`src/rtl/inst_fetch_unit.sv`:
```
// inst_fetch_unit: instruction fetch stage feeding the immediate generator and
// control decoder. Issues in-order word fetches over a req/gnt + rvalid memory
// interface, buffers returned words with their PC, and presents them to decode
// over valid/ready. Redirects flush the buffer and drop all in-flight responses.
module inst_fetch_unit #(
  parameter logic [31:0] RESET_PC        = 32'h0000_0000,
  parameter int          FIFO_DEPTH      = 4,
  parameter int          MAX_OUTSTANDING = 2
) (
  input  logic        clk,
  input  logic        rst,
  output logic        imem_req,
  output logic [31:0] imem_addr,
  input  logic        imem_gnt,
  input  logic        imem_rvalid,
  input  logic [31:0] imem_rdata,
  output logic        inst_valid,
  input  logic        inst_ready,
  output logic [31:0] inst_out,
  output logic [31:0] inst_pc,
  input  logic        redirect_valid,
  input  logic [31:0] redirect_pc,
  output logic        protocol_err
);

  // One extra bit so outstanding + fifo_count (up to 2*FIFO_DEPTH) never wraps.
  localparam int CNT_W  = $clog2(FIFO_DEPTH + 1) + 1;
  localparam int PTR_W  = $clog2(FIFO_DEPTH);
  localparam int QPTR_W = (MAX_OUTSTANDING > 1) ? $clog2(MAX_OUTSTANDING) : 1;
  localparam logic [QPTR_W-1:0] QPTR_LAST = QPTR_W'(MAX_OUTSTANDING - 1);

  // Fetch state
  logic [31:0]       r_pc;
  logic [CNT_W-1:0]  r_outstanding;
  logic [CNT_W-1:0]  r_drop_cnt;
  logic              r_protocol_err;

  // PC queue: address of every granted, not yet returned request
  logic [31:0]       r_pcq [MAX_OUTSTANDING];
  logic [QPTR_W-1:0] r_pcq_wr;
  logic [QPTR_W-1:0] r_pcq_rd;

  // Instruction buffer
  logic [31:0]       r_fifo_inst [FIFO_DEPTH];
  logic [31:0]       r_fifo_pc   [FIFO_DEPTH];
  logic [PTR_W-1:0]  r_wr_ptr;
  logic [PTR_W-1:0]  r_rd_ptr;
  logic [CNT_W-1:0]  r_count;

  logic              w_req;
  logic              w_grant;
  logic              w_resp;
  logic              w_drop;
  logic              w_push;
  logic              w_pop;
  logic              w_valid;
  logic [31:0]       w_redirect_target;
  logic [CNT_W-1:0]  w_inflight_after_resp;

  function automatic logic [QPTR_W-1:0] qptr_next(input logic [QPTR_W-1:0] p);
    return (p == QPTR_LAST) ? '0 : p + QPTR_W'(1);
  endfunction

  // Credit: a new request must fit both the outstanding limit and the buffer,
  // counting every in-flight word as if it will be kept.
  assign w_req = !rst && !redirect_valid &&
                 (r_outstanding < CNT_W'(MAX_OUTSTANDING)) &&
                 ((r_outstanding + r_count) < CNT_W'(FIFO_DEPTH));

  assign w_grant  = w_req && imem_gnt;
  // A response with nothing outstanding is a stray; it is flagged and ignored.
  assign w_resp   = imem_rvalid && (r_outstanding != '0);
  assign w_drop   = w_resp && (r_drop_cnt != '0);
  assign w_push   = w_resp && !w_drop && !redirect_valid;
  assign w_valid  = (r_count != '0);
  assign w_pop    = w_valid && inst_ready;

  assign w_redirect_target     = redirect_pc & 32'hFFFF_FFFC;
  assign w_inflight_after_resp = r_outstanding - CNT_W'(w_resp);

  assign imem_req     = w_req;
  assign imem_addr    = r_pc;
  assign inst_valid   = w_valid;
  // Gated so the unreset buffer storage never reaches decode while empty.
  assign inst_out     = w_valid ? r_fifo_inst[r_rd_ptr] : 32'h0;
  assign inst_pc      = w_valid ? r_fifo_pc[r_rd_ptr]   : 32'h0;
  assign protocol_err = r_protocol_err;

  // PC advance on grant, reload on redirect.
  always_ff @(posedge clk or posedge rst) begin
    if (rst) begin
      r_pc <= RESET_PC & 32'hFFFF_FFFC;
    end else if (redirect_valid) begin
      r_pc <= w_redirect_target;
    end else if (w_grant) begin
      r_pc <= r_pc + 32'd4;
    end
  end

  // Outstanding-request count and the number of in-flight words to discard.
  always_ff @(posedge clk or posedge rst) begin
    if (rst) begin
      r_outstanding <= '0;
      r_drop_cnt    <= '0;
    end else begin
      case ({w_grant, w_resp})
        2'b10:   r_outstanding <= r_outstanding + CNT_W'(1);
        2'b01:   r_outstanding <= r_outstanding - CNT_W'(1);
        default: r_outstanding <= r_outstanding;
      endcase
      // No grant happens during a redirect, so everything still in flight
      // afterwards is exactly the outstanding count minus this cycle's response.
      if (redirect_valid) begin
        r_drop_cnt <= w_inflight_after_resp;
      end else if (w_drop) begin
        r_drop_cnt <= r_drop_cnt - CNT_W'(1);
      end
    end
  end

  // PC queue pointers: push on grant, pop on every accepted response.
  always_ff @(posedge clk or posedge rst) begin
    if (rst) begin
      r_pcq_wr <= '0;
      r_pcq_rd <= '0;
    end else begin
      if (w_grant) r_pcq_wr <= qptr_next(r_pcq_wr);
      if (w_resp)  r_pcq_rd <= qptr_next(r_pcq_rd);
    end
  end

  // PC queue storage.
  always_ff @(posedge clk) begin
    if (w_grant) r_pcq[r_pcq_wr] <= r_pc;
  end

  // Instruction buffer pointers and occupancy; redirect flushes everything.
  always_ff @(posedge clk or posedge rst) begin
    if (rst) begin
      r_wr_ptr <= '0;
      r_rd_ptr <= '0;
      r_count  <= '0;
    end else if (redirect_valid) begin
      r_wr_ptr <= '0;
      r_rd_ptr <= '0;
      r_count  <= '0;
    end else begin
      if (w_push) r_wr_ptr <= r_wr_ptr + PTR_W'(1);
      if (w_pop)  r_rd_ptr <= r_rd_ptr + PTR_W'(1);
      case ({w_push, w_pop})
        2'b10:   r_count <= r_count + CNT_W'(1);
        2'b01:   r_count <= r_count - CNT_W'(1);
        default: r_count <= r_count;
      endcase
    end
  end

  // Instruction buffer storage: word plus the PC it was fetched from.
  always_ff @(posedge clk) begin
    if (w_push) begin
      r_fifo_inst[r_wr_ptr] <= imem_rdata;
      r_fifo_pc[r_wr_ptr]   <= r_pcq[r_pcq_rd];
    end
  end

  // Sticky stray-response flag, cleared only by reset.
  always_ff @(posedge clk or posedge rst) begin
    if (rst) begin
      r_protocol_err <= 1'b0;
    end else if (imem_rvalid && (r_outstanding == '0)) begin
      r_protocol_err <= 1'b1;
    end
  end

endmodule

```
`config.mk`:
```
export PLATFORM = sky130hd
export DESIGN_NAME = inst_fetch_unit
export DESIGN_NICKNAME = d
export VERILOG_FILES = /design/src/rtl/inst_fetch_unit.sv
export SDC_FILE = /design/constraint.sdc
export NUM_CORES = 1
export LEC_CHECK = 0
export BUFFER_PORTS_ARGS = -buffer_cell sky130_fd_sc_hd__buf_2
export CORE_MARGIN = 1
export CORE_UTILIZATION = 55
export CTS_CLUSTER_DIAMETER = 60
export CTS_CLUSTER_SIZE = 25
export DETAILED_ROUTE_END_ITERATION = 10
export HOLD_SLACK_MARGIN = 0.03
export PLACE_DENSITY = 0.76
export REMOVE_ABC_BUFFERS = 1
export SKIP_LAST_GASP = 1
export SLEW_MARGIN = 20
export SYNTH_ARGS = -nofsm -noshare
export SYNTH_HDL_FRONTEND = slang
export SYNTH_SLANG_ARGS = --single-unit
```
`constraint.sdc`:
```
create_clock -name clk -period 4.4 [get_ports clk]
set_input_delay 0.88 -clock clk [delete_from_list [all_inputs] [get_ports clk]]
set_output_delay 0.88 -clock clk [all_outputs]
set_load 0.01 [all_outputs]
```
Yosys cells after proc, flatten, opt, wreduce, memory -nomap -nowiden --
Memories as Yosys holds them, arrays and structs flattened. Cells that the tools add are included.
Operators by class: $add $sub $neg 12, $lt $le $gt $ge 2, equal/unequal tests 4, multiplexer cells 19, reductions and logical operators 23
Operators with widths (count):
- two-way mux 32 bit | 4
- adder 32 x 3 -> 32 bit, second input constant | 1
- case mux 4 bit (2 select lines) | 2
- two-way mux 4 bit | 3
- nonzero test 4 bit | 3
- subtractor 4 x 1 -> 4 bit, second input constant | 3
- logical AND 1 bit | 10
- nonzero test 2 bit | 5
- adder 4 x 1 -> 4 bit, second input constant | 2
- two-way mux 2 bit | 4
- two-way mux 1 bit | 6
- adder 2 x 1 -> 2 bit, second input constant | 2
- adder 4 bit | 1
- equality test 2 x 1 -> 1 bit, second input constant | 2
- equality test 2 bit, second input constant | 2
- logical NOT 4 bit | 1
- < comparator 4 x 2 -> 1 bit, second input constant | 1
- < comparator 4 x 3 -> 1 bit, second input constant | 1
- subtractor 4 x 1 -> 4 bit | 1
- logical NOT 1 bit | 3
- nonzero test 3 bit | 1
- adder 1 bit, second input constant | 2
Storage, ports and cells: register bits after elaboration 51, bits in writable memories 320, word-level logic and storage cells 72, memories kept 3
Memories:
- r_fifo_inst | words 4, width 32, read ports 1, clocked after memory_dff 0, write ports 1, line 44 | logic [31:0] r_fifo_inst [FIFO_DEPTH];
- r_fifo_pc | words 4, width 32, read ports 1, clocked after memory_dff 0, write ports 1, line 45 | logic [31:0] r_fifo_pc [FIFO_DEPTH];
- r_pcq | words 2, width 32, read ports 1, clocked after memory_dff 0, write ports 1, line 39 | logic [31:0] r_pcq [MAX_OUTSTANDING];

Logic depth before layout (Yosys ltp) --
Gate-level depths: netlist of the first run.
depth in word-level cells 9, gate-level depth with buffers 12

Worst setup path before layout of the first run --
Ideal clock, no wire load.
kind input to register, start in redirect_valid, end mem r_pcq[0][10], enable pin, arrival time 3.316 ns, data required time 3.983 ns, path slack 0.667 ns, cell stages on the path 5, buffers on the path 1, path through buf_6 or3b_2 a211oi_2 nand2_1 nor2_1
Between the ends: longest elaborated chain between the ends 7
RTL lines:
- from (decl) | line 21 | input logic redirect_valid,
- logical NOT 1 bit | line 66 | assign w_req = !rst && !redirect_valid &&
- logical AND 1 bit (2 in a row) | line 66
- logical AND 1 bit | line 67 | (r_outstanding < CNT_W'(MAX_OUTSTANDING)) &&
- logical AND 1 bit | line 70 | assign w_grant = w_req && imem_gnt;
- two-way mux 1 bit | line 134 | if (w_grant) r_pcq[r_pcq_wr] <= r_pc;
- two-way mux 1 bit (not written as such) | line 134
- to (decl) | line 39
Every way passes these cells.

Worst setup path in the final report of the first run --
start reg r_outstanding[2], end out imem_req
Between the ends: longest elaborated chain between the ends 3, elaborated cells between the ends (all ways) 5, those cells by class add/sub (1); order compare (2); reduce/logical (2)
RTL lines:
- from (decl) | line 34 | logic [CNT_W-1:0] r_outstanding;
- from (signal assigned) | line 107 | 2'b10: r_outstanding <= r_outstanding + CNT_W'(1);
- from (signal assigned) | line 108 | 2'b01: r_outstanding <= r_outstanding - CNT_W'(1);
- from (signal assigned) | line 109 | default: r_outstanding <= r_outstanding;
- adder 4 bit / < comparator 4 x 2 -> 1 bit (equally long branches) | line 68, 67
- < comparator 4 x 3 -> 1 bit / logical AND 1 bit (equally long branches) | line 68, 66
- logical AND 1 bit (*) | line 67
- to (decl) | line 12 | output logic imem_req,
Mark *: on every way between the ends. The rest lies on a longest branch, timed or not.

==> results of run 1 <==
-- synthesized netlist by cell type, types with 2 or more instances --
master and instances:
edfxtp_1 308, and2_1 66, mux4_2 62, dfrtp_1 49
nand2_1 35, mux2_2 33, clkbuf_1 25, o21ai_0 25
nor2_1 24, inv_1 18, ha_1 16, a21oi_1 15
nand3_1 14, nand4_1 14, xor2_1 14, nor4_1 12
buf_1 9, mux2i_1 8, nor2b_1 8, xnor2_1 8
nor3_1 7, o211ai_1 7, and3_1 6, a211oi_1 4
a21o_1 4, buf_4 4, o311ai_0 4, or3_1 4
or4_1 4, nand3b_1 3, a221o_1 2, a32oi_1 2
and4_1 2, fa_1 2, nand2b_1 2, o41ai_1 2
or3b_2 2
-- sequential cells by signal, indices dropped and copies added, names as in the netlist --
register,flops
r_fifo_inst,128
r_fifo_pc,120
r_pcq,60
imem_addr,30
r_count,4
r_drop_cnt,4
r_outstanding,4
r_rd_ptr,2
r_wr_ptr,2
protocol_err,1
r_pcq_rd,1
r_pcq_wr,1
-- report_power, final --
group	total (mW)	internal, mW	switching (mW)
clock	2.63	1.33	1.29
sequential	4.13	3.90	0.230
combinational	2.53	1.15	1.38
total	9.29	6.39	2.90
-- layout make-up --
cell class / count / area (um2)
multi-input cells: 428 / 3950
clock inverters: 20 / 292
inverters: 18 / 67.6
well taps: 335 / 419
flip-flops and latches: 357 / 10500
clock buffers: 27 / 676
fillers: 1799 / 9140
repair buffers: 187 / 1040
-- critical path: cells and delay by family (launching register included) --
| kind | cells | cell delay (ps) |
|---|---|---|
| AOI/OAI and AO/OA | 1 | 530 |
| adders and majority gates | 1 | 390 |
| buffers and inverters | 1 | 150 |
| DFF | 1 | 480 |
| and+or+nand+nor | 2 | 560 |
-- worst max-delay path by stage --
stage,from,to,slack [ps],depth (start not counted)
after floorplan,r_rd_ptr[0]$_DFFE_PP0P_,inst_out[0],160,2
after detailed placement,redirect_valid,r_outstanding[3]$_DFFE_PP0P_,1120,11
after global routing,r_outstanding[2]$_DFFE_PP0P_,imem_req,750,5
after CTS,r_outstanding[2]$_DFFE_PP0P_,imem_req,870,5
after global placement,redirect_valid,r_outstanding[3]$_DFFE_PP0P_,1110,11
final,r_outstanding[2]$_DFFE_PP0P_,imem_req,850,5
-- layer usage --
metal	up-vias	share of wire (%)	track usage, %
met5	-	0	0
met4	0	2.7	6.09
met3	51	5.8	2.90
met2	273	49	35.8
met1	3959	42	30.1
li1	3647	-	-
-- per-stage QoR --
stage	utilization [%]	total power, mW
CTS	64.9	9.38
global route	64.9	9.78
global placement	61.2	6.71
finish	64.9	9.29
detailed placement	61.2	6.77
floorplan	-	5.76
-- cell families after synthesis --
| family | count (synthesis) |
|---|---|
| AND/OR/NAND/NOR | 205 |
| other | 1 |
| flip-flops | 357 |
| adder cells (fa/ha/maj) | 18 |
| multiplexers | 103 |
| AO/OA/AOI/OAI | 76 |
| XOR/XNOR | 22 |
| buffers and inverters | 59 |
==> metrics.md, run 1 <==
| Metric | Value |
|---|---|
| Status | complete, no violations |
| Leakage | 6.04 nW |
| Arrival time at the worst endpoint | 2670 ps |
| Complex-gate fraction of the synthesized area | 3.47% |
| Synth warnings | 0 |
| Std-Cell Core Area | 26100 um2 |
| Die width | 165 um |
| Final wirelength | 28.7 mm |
| # IOs | 169 |
| Seq/Total Area, Yosys | 71.5% |
| Deepest clock path buffer count | 3 |
| Post-synth top area share | 63.1% |
| Yosys top cell by area | edfxtp_1 |
| Max-slew violations | 0 |
| Largest net degree at the start of global routing | 65 |
| # setup viols final | 0 |
| First-pass GRT wire length | 44.4 mm |
| R2R Path End | r_outstanding[3]$_DFFE_PP0P_ |
| GRT Total Usage | 21.6% |
| Worst Setup Path Type | reg2out |
| Area Growth Syn to Fin | 15.5% |
| Final antenna-violating net count | 0 |
| Slew at the pin closest to its max-slew limit | 845 ps |
| R2R depth | 11 |
| DP Wirelength | 18.4 mm |
| Fmax | 0.282 GHz |
| Reg2reg setup slack | 1280 ps |
| Area share of fa/ha/maj cells after synthesis | 1.64% |
| Share of cells above drive strength 1 | 33.3% |
| Non-Filler Instances | 1372 |
| CTS clock-pin slew for the worst setup and hold paths | 80 ps |
| Setup Skew | 25.4 ps |
| Simple-Gate Fraction of Synth Area | 7.71% |
| Mean post-synth cell area | 17.4 um2 |
| FFs w/ async S/R, synth | 13.7% |
| Yosys cell types | 54 |
| Vias per Instance | 5.78 |
| Via Count | 7930 |
| Routability cong. | 0.867 |
| RSZ-0062 raised after global routing | no |
| Post-Layout Inst Area | 16900 um2 |
| Most frequent cells in the layout | edfxtp_1, buf_2, mux4_2, and2_1, dfrtp_1 |
| Max-cap viol count | 0 |
| HP Class | in2async |
| Num rows | 59 |
| Post-Synth XOR/XNOR Area | 1.32% |
| ANT cells | 0 |
| Hold Vio Cnt, Final | 0 |
| CP max FO | 7 |
| Setup tns final | 0 ps |
| Synth top area cells | edfxtp_1, mux4_2, dfrtp_1 |
| Max IR drop VDD | 0.000553 V |
| Final setup margin | 850 ps |
| Crit-path cells | ha_1, or3_1, a2111o_1, nor2_1, buf_2 |
| Die area | 27300 um2 |
| Port Buffers | 162 |
| Placed insts | 1325 |
| Crit path time final | 3550 ps |
| Drt first pass iters | 5 |
| Slew HR | 42.9% |
| # DRC | 0 |
| Critical-path top delay cell | a2111o_1 |
| CTS tree | yes |
| Layout Nets | 1106 |
| Kind of start point of the critical path | flip-flop |
| Worst r2r src | r_outstanding[2]$_DFFE_PP0P_ |
| Initial antenna violation count | 0 |
| GRT Residual Overflow | 0 |
| Clk root buf | clkbuf_16 |
| Pre-CTS WS | 1120 ps |
| Largest stage delay, worst path | 530 ps |
| Cts repair resizes | 0 |
| Dominant synthesized flop cell | edfxtp_1 |
| Largest family of logic cells by synthesized area | multiplexers |
| Initial Utilization | 56.2% |
| Routed wire per std cell | 20.9 um |
| Hold slack | 386 ps |
| Mux cell area share after synthesis | 12.6% |
| Most common cell after layout, fill and taps aside | edfxtp_1 |
| Chip Height | 165 um |
| Postcts setup bufs | 0 |
| Clk_lat worst skew | 550 ps |
| Number of CTS-inserted buffers | 26 |
| Synthesized flop and latch total | 357 |
| Pwr/cell area | 549 nW/um2 |
| Hold_buf cts | 0 |
| Tcrit/Tclk final | 80.7% |
| Cells after Synth | 841 |
| Iter 0 DRT Violations | 702 |
| CTS sink cnt | 357 |
| Crit. End Element | output pin |
| Number of global-route vias before repair | 8004 |
| Post-Syn Area | 14600 um2 |
| H-tree levels | 1 |
| Cell Area, Placed | 15900 um2 |
| Post-synth EDFFs | 308 |
| Worst EP required | 3520 ps |
Power figures use the tool's default switching activity.
==> inputs of run 2 (changes only) <==
--- a/config.mk
+++ b/config.mk
@@ -5,6 +5,7 @@
 export SDC_FILE = /design/constraint.sdc
 export NUM_CORES = 1
 export LEC_CHECK = 0
+export ABC_AREA = 1
 export BUFFER_PORTS_ARGS = -buffer_cell sky130_fd_sc_hd__buf_2
 export CORE_MARGIN = 1
 export CORE_UTILIZATION = 55
==> constraint.sdc (replaced) <==
create_clock -name clk -period 3.7 [get_ports clk]
set_input_delay 0.74 -clock clk [delete_from_list [all_inputs] [get_ports clk]]
set_output_delay 0.74 -clock clk [all_outputs]
set_load 0.01 [all_outputs]
==> metrics.md, run 2 <==
| Metric | Value |
|---|---|
| Synthesized flop and latch total | 357 (unchanged) |
| Leakage | 6.94 nW (+15%) |
| Std-Cell Core Area | 27200 um2 (+4.3%) |
| Number of CTS-inserted buffers | 27 (+3.8%) |
| Post-Syn Area | 15400 um2 (+5.1%) |
| Post-synth top area share | 60.1% (-3.1 points) |
| Most frequent cells in the layout | edfxtp_1, nand2_1, nor2_1 |
| Postcts setup bufs | 0 (unchanged) |
| Hold Vio Cnt, Final | 0 (unchanged) |
| CTS clock-pin slew for the worst setup and hold paths | 80 ps (about the same) |
| Initial antenna violation count | 0 (unchanged) |
| Most flops, register | r_fifo_inst |
| Most common cell after layout, fill and taps aside | edfxtp_1 |
| Final wirelength | 32.5 mm (+13%) |
| Seq/Total Area, Yosys | 68.1% (-3.5 points) |
| Clk_lat worst skew | 560 ps (about the same) |
| Via Count | 10700 (+35%) |
| Setup Skew | 15.1 ps (-10.3 ps) |
| Pwr/cell area | 606 nW/um2 (+10%) |
| RSZ-0062 raised after global routing | no |
| GRT Residual Overflow | 0 (unchanged) |
| H-tree levels | 1 (unchanged) |
| R2R Path End | r_pcq[0][29]$_DFFE_PP_ |
| Synth top cells by count | edfxtp_1, nor2_1, nand2_1 |
| Layout Nets | 1678 (+52%) |
| Iter 0 DRT Violations | 935 (+33%) |
| Cts repair resizes | 0 (unchanged) |
| Die width | 169 um (+2.5%) |
| Dominant synthesized flop cell | edfxtp_1 |
| Cell Area, Placed | 16600 um2 (+4.3%) |
| Max IR drop VDD | 0.000528 V (-4.5%) |
| ANT cells | 0 (unchanged) |
| First-pass GRT wire length | 51.4 mm (+16%) |
| Crit path time final | 3150 ps |
| Worst EP required | 2960 ps (-560 ps) |
| Crit. End Element | output pin |
| Max-slew violations | 0 (unchanged) |
| Hold_buf cts | 0 (unchanged) |
| Port Buffers | 162 (unchanged) |
| Mean post-synth cell area | 10.7 um2 (-39%) |
| Drt first pass iters | 5 (unchanged) |
| Final antenna-violating net count | 0 (unchanged) |
| Die area | 28700 um2 (+5.0%) |
| Area Growth Syn to Fin | 14.3% |
| # setup viols final | 0 (unchanged) |
| # IOs | 169 (unchanged) |
| Fmax | 0.317 GHz |
| CTS sink cnt | 357 (unchanged) |
| CP max FO | 61 (+54) |
| CTS tree | yes |
| Yosys cell types | 34 (-37%) |
| Chip Height | 169 um (+2.5%) |
| Synth warnings | 0 (unchanged) |
| Worst r2r src | r_outstanding[2]$_DFFE_PP0P_ |
| Routability cong. | 0.928 (+7.0%) |
| Power Total | 10.7 mW (+15%) |
| Arrival time at the worst endpoint | 2410 ps (-260 ps) |
| Max reg flops | 128 (unchanged) |
| Slew HR | 43.8% (+0.84 points) |
| Synth top area cells | edfxtp_1, dfrtp_1, nor2_1 |
| Fin util | 64.7% (-0.20 points) |
| Largest stage delay, worst path | 610 ps (+80 ps) |
| Critical-path top delay cell | dfrtp_4 |
| Status | complete, no violations |
| Post-Layout Inst Area | 17600 um2 (+4.0%) |
| Routed wire per std cell | 16.4 um (-22%) |
| Kind of start point of the critical path | flip-flop |
| GRT Total Usage | 22.9% (+1.3 points) |
| Post-synth EDFFs | 308 (unchanged) |
| Num rows | 60 (+1.7%) |
| Deepest clock path buffer count | 3 (unchanged) |
| # DRC | 0 (unchanged) |
| Clk root buf | clkbuf_16 |
| Cells after Synth | 1442 (+71%) |
| Most used standard cell by instance count after synthesis | edfxtp_1 |
| Tcrit/Tclk final | 85.2% |
| Vias per Instance | 5.40 (-6.6%) |
| FFs w/ async S/R, synth | 13.7% (unchanged) |
| Crit-path cells | inv_2, buf_4, o21ai_0, a21oi_1, buf_2 |
| Largest net degree at the start of global routing | 65 (unchanged) |
| Yosys top cell by area | edfxtp_1 |
| Reg2reg setup slack | 1110 ps (-170 ps) |
| R2R depth | 10 (-1) |
| Max-cap viol count | 0 (unchanged) |
| Worst Setup Path Type | reg2out |
| DP Wirelength | 19.6 mm (+6.5%) |
| Slew at the pin closest to its max-slew limit | 844 ps (-1.49 ps) |
| Share of cells above drive strength 1 | 16.9% (-16 points) |
| Biggest regs | r_fifo_inst (128), r_fifo_pc (120), r_pcq (60) |
| Initial Utilization | 56.6% (+0.43 points) |
| Number of global-route vias before repair | 10000 (+25%) |
| HP Class | in2async |
==> run 2: changes by cell type after synthesis, moves of 14 or more <==
cell     previous run  this run
nand3_1            14        83
mux2_2             33         0
inv_1              18        50
and2_1             66         0
o21ai_0            25       142
nor2_1             24       298
mux4_2             62         0
buf_2               1        15
a21oi_1            15        69
nand2_1            35       296
==> run 2: metrics by stage <==
stage	worst slack (ps)	setup TNS [ps]	instances	hold slack [ps]
final	547	0	1983	365
after global routing	341	0	1983	374
after CTS	478	0	1983	367
after detailed placement	939	0	1933	459
after global placement	980	0	1933	451
after floorplan	-888	-272980	1376	500
==> run 2: area by class of cell <==
type,instances,area (um2)
well taps,372,465
clock buffers,29,683
multi-input cells,960,4410
fillers,2094,9580
flip-flops and latches,357,10500
repair buffers,185,1060
inverters,59,223
clock inverters,21,277
==> run 2: worst max path at each step <==
| stage | from | depth (start not counted) | endpoint | slack [ps] |
|---|---|---|---|---|
| after floorplan | r_rd_ptr[0]$_DFFE_PP0P_ | 3 | inst_out[0] | -890 |
| after global placement | redirect_valid | 14 | r_count[3]$_DFFE_PP0P_ | 980 |
| after detailed placement | redirect_valid | 14 | r_count[3]$_DFFE_PP0P_ | 940 |
| after CTS | r_count[1]$_DFFE_PP0P_ | 6 | inst_out[22] | 480 |
| after global routing | r_count[1]$_DFFE_PP0P_ | 6 | inst_out[22] | 340 |
| final | r_rd_ptr[0]$_DFFE_PP0P_ | 5 | inst_pc[11] | 550 |
==> run 2: metal layers <==
metal / global-route usage, % / share of wire (%) / up-vias
met5: 0 / 0 / -
li1: - / - / 5203
met4: 5.41 / 1.9 / 0
met3: 3.01 / 6.1 / 40
met1: 30.9 / 43 / 5114
met2: 39.6 / 49 / 351
==> run 2: logic make-up after synthesis <==
family | Yosys count | share of synthesized area [%]
buffers and inverters | 128 | 3.62
DFF | 357 | 68.1
adders and majority gates | 18 | 1.56
other | 1 | 0.0244
and+or+nand+nor | 702 | 18.6
AOI/OAI and AO/OA | 218 | 7.15
xor gates and xnor gates | 18 | 1.02
==> run 2: worst max-delay path, delay by kind of cell (launching register included) <==
kind,cells,cell delay (ps)
AOI/OAI and AO/OA,2,490
buffers and inverters,3,730
DFF,1,610
==> run 2: power by group <==
group | total, mW | leakage (nW) | internal, mW | switching [mW]
clock | 3.11 | 0.465 | 1.54 | 1.57
sequential | 4.94 | 3.38 | 4.72 | 0.223
combinational | 2.62 | 3.10 | 0.837 | 1.78
==> inputs of run 3 (changes only) <==
--- a/config.mk
+++ b/config.mk
@@ -8,12 +8,12 @@
 export ABC_AREA = 1
 export BUFFER_PORTS_ARGS = -buffer_cell sky130_fd_sc_hd__buf_2
 export CORE_MARGIN = 1
-export CORE_UTILIZATION = 55
+export CORE_UTILIZATION = 50
 export CTS_CLUSTER_DIAMETER = 60
 export CTS_CLUSTER_SIZE = 25
 export DETAILED_ROUTE_END_ITERATION = 10
 export HOLD_SLACK_MARGIN = 0.03
-export PLACE_DENSITY = 0.76
+export PLACE_DENSITY = 0.7
 export REMOVE_ABC_BUFFERS = 1
 export SKIP_LAST_GASP = 1
 export SLEW_MARGIN = 20
==> metrics.md, run 3 (synthesis gave the netlist of run 2 again) <==
| Metric | Value |
|---|---|
| Final wirelength | 34.0 mm (+4.5%) |
| RSZ-0062 raised after global routing | no |
| Multi-input logic area | 4410 um2 (unchanged) |
| ANT cells | 0 (unchanged) |
| DP Wirelength | 20.5 mm (+4.7%) |
| Fin util | 59.1% (-5.6 points) |
| Max-slew violations | 0 (unchanged) |
| Status | complete, no violations |
| Clk root buf | clkbuf_16 |
| CP max FO | 58 (-4.9%) |
| Placed insts | 1951 (+0.93%) |
| Slew HR | 29.5% (-14 points) |
| Max-cap viol count | 0 (unchanged) |
| GRT Total Usage | 21.8% (-1.1 points) |
| Num rows | 63 (+5.0%) |
| Leakage | 6.98 nW (+0.57%) |
| R2R depth | 16 (+6) |
| GRT Residual Overflow | 0 (unchanged) |
| Fmax | 0.306 GHz (-3.5%) |
| Chip Height | 177 um (+4.8%) |
| Biggest regs | r_fifo_inst (128), r_fifo_pc (120), r_pcq (60) |
| # setup viols final | 0 (unchanged) |
| Kind of start point of the critical path | flip-flop |
| HP Class | in2async |
| # DRC | 0 (unchanged) |
| Die area | 31500 um2 (+9.9%) |
| Crit. End Element | output pin |
| Postcts setup bufs | 0 (unchanged) |
| Number of global-route vias before repair | 10200 (+1.9%) |
| Area Growth Syn to Fin | 15.0% |
| Vias per Instance | 5.26 (-2.7%) |
| Iter 0 DRT Violations | 744 (-20%) |
| Final antenna-violating net count | 0 (unchanged) |
| Pwr/cell area | 610 nW/um2 (+0.63%) |
| Most frequent cells in the layout | edfxtp_1, nand2_1, nor2_1 |
| Register area | 10500 um2 (unchanged) |
| # IOs | 169 (unchanged) |
| Most common cell after layout, fill and taps aside | edfxtp_1 |
| Fillers | 2455 (+17%) |
| Reg2reg setup slack | 1140 ps (+30 ps) |
| Hold Vio Cnt, Final | 0 (unchanged) |
| Tcrit/Tclk final | 88.3% (+3.1 points) |
| Drt first pass iters | 6 (+1) |
| Crit path time final | 3270 ps (+115 ps) |
| Setup Skew | 17.6 ps (+2.47 ps) |
| Largest net degree at the start of global routing | 93 (+43%) |
| CTS sink cnt | 357 (unchanged) |
| Most flops, register | r_fifo_inst |
| Arrival time at the worst endpoint | 2530 ps (+120 ps) |
| Routability cong. | 0.873 (-5.9%) |
| Non-Filler Instances | 2003 (+1.0%) |
| Number of CTS-inserted buffers | 28 (+3.7%) |
| Layout Nets | 1679 (+0.060%) |
| First-pass GRT wire length | 53.5 mm (+4.1%) |
| CTS tree | yes |
| Via Count | 10500 (-1.7%) |
| Routed wire per std cell | 17.0 um (+3.5%) |
| Initial Utilization | 51.4% (-5.3 points) |
| Deepest clock path buffer count | 3 (unchanged) |
| Clk_lat worst skew | 560 ps (about the same) |
| Initial antenna violation count | 1 (+1) |
| Hold_buf cts | 0 (unchanged) |
| H-tree levels | 1 (unchanged) |
| Std-Cell Core Area | 30000 um2 (+10%) |
| Die width | 177 um (+4.8%) |
| Slew at the pin closest to its max-slew limit | 1060 ps (+213 ps) |
| Worst Setup Path Type | reg2out |
| CTS clock-pin slew for the worst setup and hold paths | 80 ps (about the same) |
| Max IR drop VDD | 0.000479 V (-9.4%) |
| Cts repair resizes | 0 (unchanged) |
| Worst EP required | 2960 ps (about the same) |
| Max reg flops | 128 (unchanged) |
| Power Total | 10.8 mW (+1.3%) |
| Share of cells above drive strength 1 | 17.0% (+0.17 points) |
| Port Buffers | 162 (unchanged) |
-- run 3: report_power, final --
part	switching, mW	internal [mW]
logic	1.79	0.830
registers	0.233	4.71
clock network	1.66	1.57
total	3.69	7.12
-- run 3: worst paths after layout --
path,endpoint,from
setup / recovery,inst_out[10],r_rd_ptr[0]$_DFFE_PP0P_
hold / removal,imem_addr[9]$_DFFE_PP0N_,rst
setup reg to reg,r_count[3]$_DFFE_PP0P_,r_drop_cnt[0]$_DFFE_PP0P_
hold reg to reg,protocol_err$_DFFE_PP0P_,protocol_err$_DFFE_PP0P_
max in group asynchronous,r_rd_ptr[0]$_DFFE_PP0P_,rst
min in group clk,r_fifo_inst[0][11]$_DFFE_PP_,imem_rdata[11]
-- run 3: critical path: stages, from the launching register on --
cell	delay (ps)
dfrtp_4	640
buf_4	580
nor2_1	120
nor2_1	110
o21ai_0	100
a21oi_1	190
buf_2	160
-- run 3: cell type report --
type                            instances  share of cell area [%]
Clock buffer                           29                    4.10
Inverter                               59                    1.26
Multi-Input combinational cell        960                    24.9
Clock inverter                         23                    1.68
Timing Repair Buffer                  185                    6.12
Sequential cell                       357                    59.2
Tap cell                              390                    2.76
-- run 3: stage by stage --
stage               hold slack, ps  setup TNS (ps)  setup WS (ps)  cell area, um2
floorplan                      500         -272980           -888           15100
global placement               450               0            959           16700
detailed placement             455               0            943           16700
CTS                            364               0            453           17700
global route                   369               0            275           17700
finish                         380               0            432           17700
-- run 3: per-layer routing --
layer | vias to the layer above | track usage (%) | routed length [um]
met5 | - | 0 | 12
met4 | 2 | 3.99 | 376
met3 | 27 | 3.64 | 2190
met2 | 322 | 38.1 | 16600
met1 | 4982 | 28.8 | 14800
li1 | 5195 | - | -
